[config.mk]
export PLATFORM = sky130hd
export DESIGN_NAME = mux_scan_ctrl
export DESIGN_NICKNAME = d
export VERILOG_FILES = /design/src/rtl/mux_scan_ctrl.sv
export SDC_FILE = /design/constraint.sdc
export NUM_CORES = 1
export LEC_CHECK = 0
export BUFFER_PORTS_ARGS = -buffer_cell sky130_fd_sc_hd__buf_2
export CAP_MARGIN = 20
export CORE_ASPECT_RATIO = 1.25
export CORE_MARGIN = 2
export CORE_UTILIZATION = 35
export CTS_CLUSTER_SIZE = 28
export DETAILED_ROUTE_END_ITERATION = 12
export GPL_TIMING_DRIVEN = 0
export HOLD_SLACK_MARGIN = 0.12
export PLACE_DENSITY = 0.64
export SLEW_MARGIN = 30
export SYNTH_ARGS = -nofsm -noshare
export SYNTH_HDL_FRONTEND = slang
export SYNTH_SLANG_ARGS = --single-unit
[constraint.sdc]
create_clock -name clk -period 2.9 [get_ports clk]
set_input_delay 0.58 -clock clk [delete_from_list [all_inputs] [get_ports clk]]
set_output_delay 0.58 -clock clk [all_outputs]
set_load 0.02 [all_outputs]
[src/rtl/mux_scan_ctrl.sv]
`default_nettype none
// ============================================================================
// Module      : mux_scan_ctrl
// Description : Walks a 4:1 mux through its enabled channels and samples each
//               one after a settle delay. Delivers the captured word with a
//               start/done handshake.
// Revision    : 1.0 - initial release
// ============================================================================
module mux_scan_ctrl #(
  parameter int SETTLE = 2
) (
  input  logic       clk,
  input  logic       rst_n,
  input  logic       start,
  input  logic [3:0] mask,
  input  logic       y,
  output logic       s1,
  output logic       s0,
  output logic       busy,
  output logic       done,
  output logic [3:0] data
);

  localparam logic [1:0] c_ST_IDLE   = 2'd0;
  localparam logic [1:0] c_ST_SETTLE = 2'd1;
  localparam logic [1:0] c_ST_SAMPLE = 2'd2;
  localparam logic [1:0] c_ST_DONE   = 2'd3;
  localparam logic [3:0] c_CNT_LAST  = (SETTLE == 0) ? 4'd0 : 4'(SETTLE - 1);
  // With no settle time a new channel goes straight to its sample cycle.
  localparam logic [1:0] c_ST_ENTRY  = (SETTLE == 0) ? c_ST_SAMPLE : c_ST_SETTLE;

  logic [1:0] r_state;
  logic [3:0] r_mask;
  logic [3:0] r_shadow;
  logic [3:0] r_cnt;
  logic [1:0] r_sel;
  logic [3:0] r_data;

  logic [1:0] w_state_nx;
  logic [3:0] w_mask_nx;
  logic [3:0] w_shadow_nx;
  logic [3:0] w_cnt_nx;
  logic [1:0] w_sel_nx;
  logic [3:0] w_data_nx;
  logic [1:0] w_first;
  logic [1:0] w_next;
  logic       w_has_next;

  // Lowest enabled channel of the incoming mask, and the next enabled one above the current select.
  always_comb begin
    w_first    = 2'd0;
    w_next     = 2'd0;
    w_has_next = 1'b0;
    for (int k = 3; k >= 0; k--) begin
      if (mask[k]) begin
        w_first = 2'(k);
      end
      if (r_mask[k] && (2'(k) > r_sel)) begin
        w_has_next = 1'b1;
        w_next     = 2'(k);
      end
    end
  end

  always_ff @(posedge clk or negedge rst_n) begin
    if (!rst_n) begin
      r_state  <= c_ST_IDLE;
      r_mask   <= 4'd0;
      r_shadow <= 4'd0;
      r_cnt    <= 4'd0;
      r_sel    <= 2'd0;
      r_data   <= 4'd0;
    end else begin
      r_state  <= w_state_nx;
      r_mask   <= w_mask_nx;
      r_shadow <= w_shadow_nx;
      r_cnt    <= w_cnt_nx;
      r_sel    <= w_sel_nx;
      r_data   <= w_data_nx;
    end
  end

  always_comb begin
    w_state_nx  = r_state;
    w_mask_nx   = r_mask;
    w_shadow_nx = r_shadow;
    w_cnt_nx    = r_cnt;
    w_sel_nx    = r_sel;
    w_data_nx   = r_data;
    case (r_state)
      c_ST_IDLE, c_ST_DONE: begin
        w_state_nx = c_ST_IDLE;
        if (start) begin
          w_mask_nx   = mask;
          w_shadow_nx = 4'd0;
          w_cnt_nx    = 4'd0;
          if (mask == 4'd0) begin
            w_state_nx = c_ST_DONE;
            w_data_nx  = 4'd0;
          end else begin
            w_state_nx = c_ST_ENTRY;
            w_sel_nx   = w_first;
          end
        end
      end
      c_ST_SETTLE: begin
        if (r_cnt == c_CNT_LAST) begin
          w_state_nx = c_ST_SAMPLE;
        end else begin
          w_cnt_nx = r_cnt + 4'd1;
        end
      end
      c_ST_SAMPLE: begin
        w_shadow_nx[r_sel] = y;
        if (w_has_next) begin
          w_sel_nx   = w_next;
          w_cnt_nx   = 4'd0;
          w_state_nx = c_ST_ENTRY;
        end else begin
          w_state_nx = c_ST_DONE;
          w_data_nx  = w_shadow_nx;
        end
      end
      default: begin
        w_state_nx = c_ST_IDLE;
      end
    endcase
  end

  always_comb begin
    s1   = r_sel[1];
    s0   = r_sel[0];
    busy = (r_state == c_ST_SETTLE) || (r_state == c_ST_SAMPLE);
    done = (r_state == c_ST_DONE);
    data = r_data;
  end

endmodule
`default_nettype wire

Word level (Yosys, flattened, before mapping). Cells that the tools add are included. Widths: inputs -> output; s select.

Bits in registers: 20. Latch bits: 0. Bits in writable memories: 0. Bits in read-only memories: 0. Bits of input ports: 8. Output and inout bits: 8. Logic and storage cells: 72. Memories: 0.

$add $sub $neg: 1. $mul: 0. Div/mod/pow operators: 0. Order comparisons: 6. Equal/unequal tests: 11. Shifts and indexed selects: 0. Multiplexer cells: 33. Bitwise gates (word level): 0. Reduce and logical (&&, ||, !) cells: 15.

Operator list (count): $mux 2 (15); $mux 4 (6); $pmux 4 s2 (2); $ne 2x2->1 const B (7); $pmux 4 s3 (1); $reduce_and 4->1 (2); $pmux 2 s3 (1); $logic_and 1x1->1 (5); $mux 1 (5); $add 4x1->4 const B (1); $bwmux 4 (1); $eq 2x2->1 const B (2); $eq 4x1->1 const B (1); $gt 1x2->1 const A (2); $gt 2x2->1 const A (2); $logic_not 4->1 (1); $pmux 2 s2 (1); $reduce_and 2->1 (2); $lt 2x3->1 const B (1); $reduce_and 3->1 (1); $demux 1 s2 (1); $eq 2x1->1 const B (1); $ge 2x1->1 const B (1); $logic_not 2->1 (1); other kinds (3) (3).

Logic depth before layout (Yosys ltp).
Word-level depth: 8. Depth in mapped cells: 7. Gate-level depth less buffers: 7.

Worst setup path after synthesis. No wires, ideal clock.

Path type: register -> register. From: register r_state[0]. To: register r_cnt[1]. Data arrival time: 1732 ps. Data required time: 2813 ps. Setup slack: 1081 ps. Stages on the path, launching flop included: 7. Buffers on the path: 0. Period minus slack after synthesis: 1819 ps. Path through: dfrtp_1 > inv_1 > ha_1 > inv_1 > a2bb2oi_4 > or4b_1 > o211ai_1.

Cells in the longest elaborated chain, start to end: 4. Elaborated cells on any way between the ends: 10.

Ends and longest elaborated chain: from (decl) (RTL line 32) `logic [1:0] r_state;`; from (signal assigned) (RTL line 67) `r_state <= c_ST_IDLE;`; from (signal assigned) (RTL line 74) `r_state <= w_state_nx;`; $eq 2x2->1 / $logic_not 2->1 (equally long branches) (RTL line 90) `case (r_state)`; $reduce_or 2->1 (RTL line 90); $ne 2x2->1 (no source line); $reduce_and 3->1 (no source line); to (signal assigned) (RTL line 77) `r_cnt <= w_cnt_nx;`; to (decl) (RTL line 35) `logic [3:0] r_cnt;`.

Several ways; a longest one is shown, not always the timed one. A chain may end at the register's enable or synchronous reset.

Worst setup path in the final report.
From: register r_state[0]. To: output port busy.

Cells in the longest elaborated chain, start to end: 2. Elaborated cells on any way between the ends: 3.

Ends and longest elaborated chain: $eq 2x1->1 / $eq 2x2->1 (equally long branches) (RTL line 133) `busy = (r_state == c_ST_SETTLE) || (r_state == c_ST_SAMPLE);`; $logic_or 1x1->1 (*) (RTL line 133); to (decl) (RTL line 19) `output logic busy,`.

Mark *: on every way between the ends. The rest lies on a longest branch, timed or not.

==> summary.txt <==
Synthesis
  – Mux share of post-synthesis cell area: 9.481%
  – Post-synth cell types: 32
  – Mapped Cells: 112
  – Ys async rst share: 100.0%
  – Seq cells post-synth: 19
  – Post-synthesis adder-cell area fraction: 5.643%
  – Syn avg cell area: between 9 and 10 sq um
  – Post-synth EDFFs: 0
  – Commonest register cell after synthesis: dfrtp_1
  – Yosys Warn Count: 0
  – Simple-gate portion of the synthesized area: roughly 18%
  – Top cell type's share of synthesized area: 42.89%
  – Fraction of the mapped netlist area in compound gates: 19.41%
  – Sequential area share after synthesis: a little over two fifths
  – Mapped cell area: 1109 sq um
  – Synth top area cells: dfrtp_1, o21ai_0, ha_1
  – Main combinational cell family by area after synthesis: compound AO/OA/AOI/OAI gates
  – Largest area contributor in the netlist: dfrtp_1
  – Post-Synth XOR/XNOR Area: 0%
  – Syn nets: 125

Global route
  – Gr ovfl total: 0
  – Largest net degree at the start of global routing: 20
  – Initial antenna violation count: 0
  – Vias in the first global route: 829
  – First-pass GRT wire length: 3.560 mm
  – Total Routing Usage GR: between 10% and 20%

STA
  – Fmax: 0.4796 GHz
  – Hold Vio Cnt, Final: 0
  – Period utilization: 71.91%
  – Worst slew margin: 71.42%
  – RSZ-0062 raised after global routing: no
  – # setup viols final: 0
  – Setup TNS: 0 ps
  – Fin crit period: 2085 ps
  – Layout Skew: 4.268 ps
  – Final Max Tran Viols: 0
  – Worst Max-Slew Pin Slew: 428.7 ps

Clock network
  – Root Driver: clkbuf_4
  – CTS tree: done
  – Number of setup buffers added after CTS: 0
  – Clk Latency, worst-skew pair: 290 ps
  – Cts hold-fix bufs: 0
  – Number of CTS-inserted buffers: 3
  – Post-CTS sizing: 0
  – H-tree depth: 1
  – Clock sink count: 19
  – Clk buf depth: 2
  – Clock slew at reported path FFs: 110 ps

Floorplan
  – Initial Utilization: 37.29%
  – I/O pins: 16
  – Rows: 22
  – Die area: between 3000 and 4000 sq um
  – Core area: 2973 sq um
  – Die Ht: 66.92 um
  – Die Wd: 54.34 um

Place
  – Dpl hpwl: 1.672 mm
  – Placed Area: 1229 sq um
  – Routability Congestion: 0.8620
  – Buffers on Ports: 15

Power
  – Lkg Pwr: 0.6122 nW
  – Pint: between 0.6 and 0.7 mW
  – Seq pwr share: 34.8%
  – Net switching fraction of the power: 43.73%
  – Pwr Total: 1.243 mW
  – NetSw: 0.5433 mW
  – Combinational share of power: 54.5%
  – Clock power share: 10.7%
  – Pwr Density: 989.1 nW/um^2
  – Worst vdd ir: 381.1 uV

Setup path
  – Arr. time, crit path: between 1500 and 2000 ps
  – Critical Path RT: 2320 ps
  – Reg-to-reg slack, setup: 1030 ps
  – Critical Path, Cell by Cell: inv_1 > ha_1 > inv_1 > buf_2
  – CP delay by family, top: buffers and inverters
  – R2R depth: 6
  – CP Class: reg -> out
  – Worst R2R Start: r_state[0]$_DFFE_PN0P_
  – Slowest-stage cell, CP: dfrtp_1
  – Reg-to-Reg End: r_cnt[1]$_DFFE_PN0P_
  – Critical path's largest stage delay: 410 ps
  – CP Capture Type: output pin
  – Most frequent CP cell: inv_1
  – Worst Setup Start Kind: flop
  – Worst-path maximum fanout: 5
  – CP Buf/Inv Count: 3

Layout
  – Commonest non-fill, non-tap cells in the layout: dfrtp_1, buf_2, o21ai_0, nand2_1
  – # diodes: 0
  – P&R area growth vs syn: 13.32%
  – Fill cells: 304
  – Layout cells sized above 1: between 20% and 30%
  – Storage cell area: 475.5 sq um
  – Fin area: 1256 sq um
  – Most common cell after layout, fill and taps aside: dfrtp_1
  – Area of the multi-input gates: just under 600 sq um
  – Final net count: 145

Drt
  – Detailed Route Iter0 Violations: 12
  – DRC: 0
  – 1st-pass router iterations: 5
  – Final antenna-violating net count: 0
  – Vias: 889
  – Via density: 5.323
  – Routed wire per std cell: roughly 13 um
  – Total Wirelength: about 2.1 mm

Outcome
  – Outcome: finished, final reports clean

Job
  – Maxcap violations: 0

Hold path
  – Worst min path class: in -> async
==> synth_stat cells, types with 2 or more instances <==
cell       number
dfrtp_1        19
nand2_1        14
o21ai_0        14
inv_1           7
nand3_1         7
mux2i_1         6
ha_1            5
mux2_2          4
nor3_1          4
o2bb2ai_1       4
a21oi_1         3
nor2_1          3
a21o_1          2
nor2b_1         2
==> area by class of cell <==
| class | count | share of cell area (%) |
|---|---|---|
| buffer | 2 | 2.191 |
| clock buffer | 3 | 1.793 |
| multi-input combinational | 84 | 46.12 |
| clock inverter | 1 | 0.3984 |
| tap | 36 | 3.586 |
| sequential | 19 | 37.85 |
| inverter | 7 | 2.092 |
| timing repair buffer | 15 | 5.976 |
==> flip-flops by register name, indices dropped and copies added, names as in the netlist <==
register and count:
r_shadow 4, r_mask 3, r_state 2, r_sel 2, data 4, r_cnt 4
==> logic make-up (layout without fill, tap and decap cells) <==
family | Yosys count | count (layout)
adders and majority gates | 5 | 5
AOI/OAI and AO/OA | 31 | 31
muxes | 10 | 10
and+or+nand+nor | 38 | 38
DFF | 19 | 19
buffers and inverters | 9 | 28
==> worst max-delay path by stage <==
stage                                      start  cells after the start  slack (ps)                    to
after global placement    r_state[0]$_DFFE_PN0P_                      6        1070  r_cnt[1]$_DFFE_PN0P_
after CTS                 r_state[0]$_DFFE_PN0P_                      4         800                  busy
final                     r_state[0]$_DFFE_PN0P_                      4         810                  busy
after global routing      r_state[0]$_DFFE_PN0P_                      4         720                  busy
after floorplan           r_state[0]$_DFFE_PN0P_                      6        1080  r_cnt[1]$_DFFE_PN0P_
after detailed placement  r_state[0]$_DFFE_PN0P_                      6        1040  r_cnt[1]$_DFFE_PN0P_
==> routing by layer <==
layer  up-vias  track usage, %  share of wire, %
met5         -               0                 0
met4         0           5.000               1.6
met3         4           2.466               3.8
met2        20           21.99                50
met1       426           16.46                44
li1        439               -                 -
==> stage by stage <==
step	instances	util (%)	hold WS, ps	setup WS, ps
floorplan	112	-	284.4	1081
global placement	163	41.33	462.1	1070
detailed placement	163	41.33	470.7	1044
CTS	167	42.26	218.4	801.7
global route	167	42.26	234.3	720.1
finish	167	42.26	209.4	814.7
==> power groups by stage <==
stage          Clock, mW  Combinational, mW  Sequential [mW]
2_1_floorplan          0              0.502            0.457
3_3_place_gp           0              0.664            0.436
3_5_place_dp           0              0.683            0.439
4_1_cts            0.140              0.685            0.434
5_1_grt            0.149              0.763            0.447
6_report           0.133              0.677            0.432
Power figures use the tool's default switching activity.
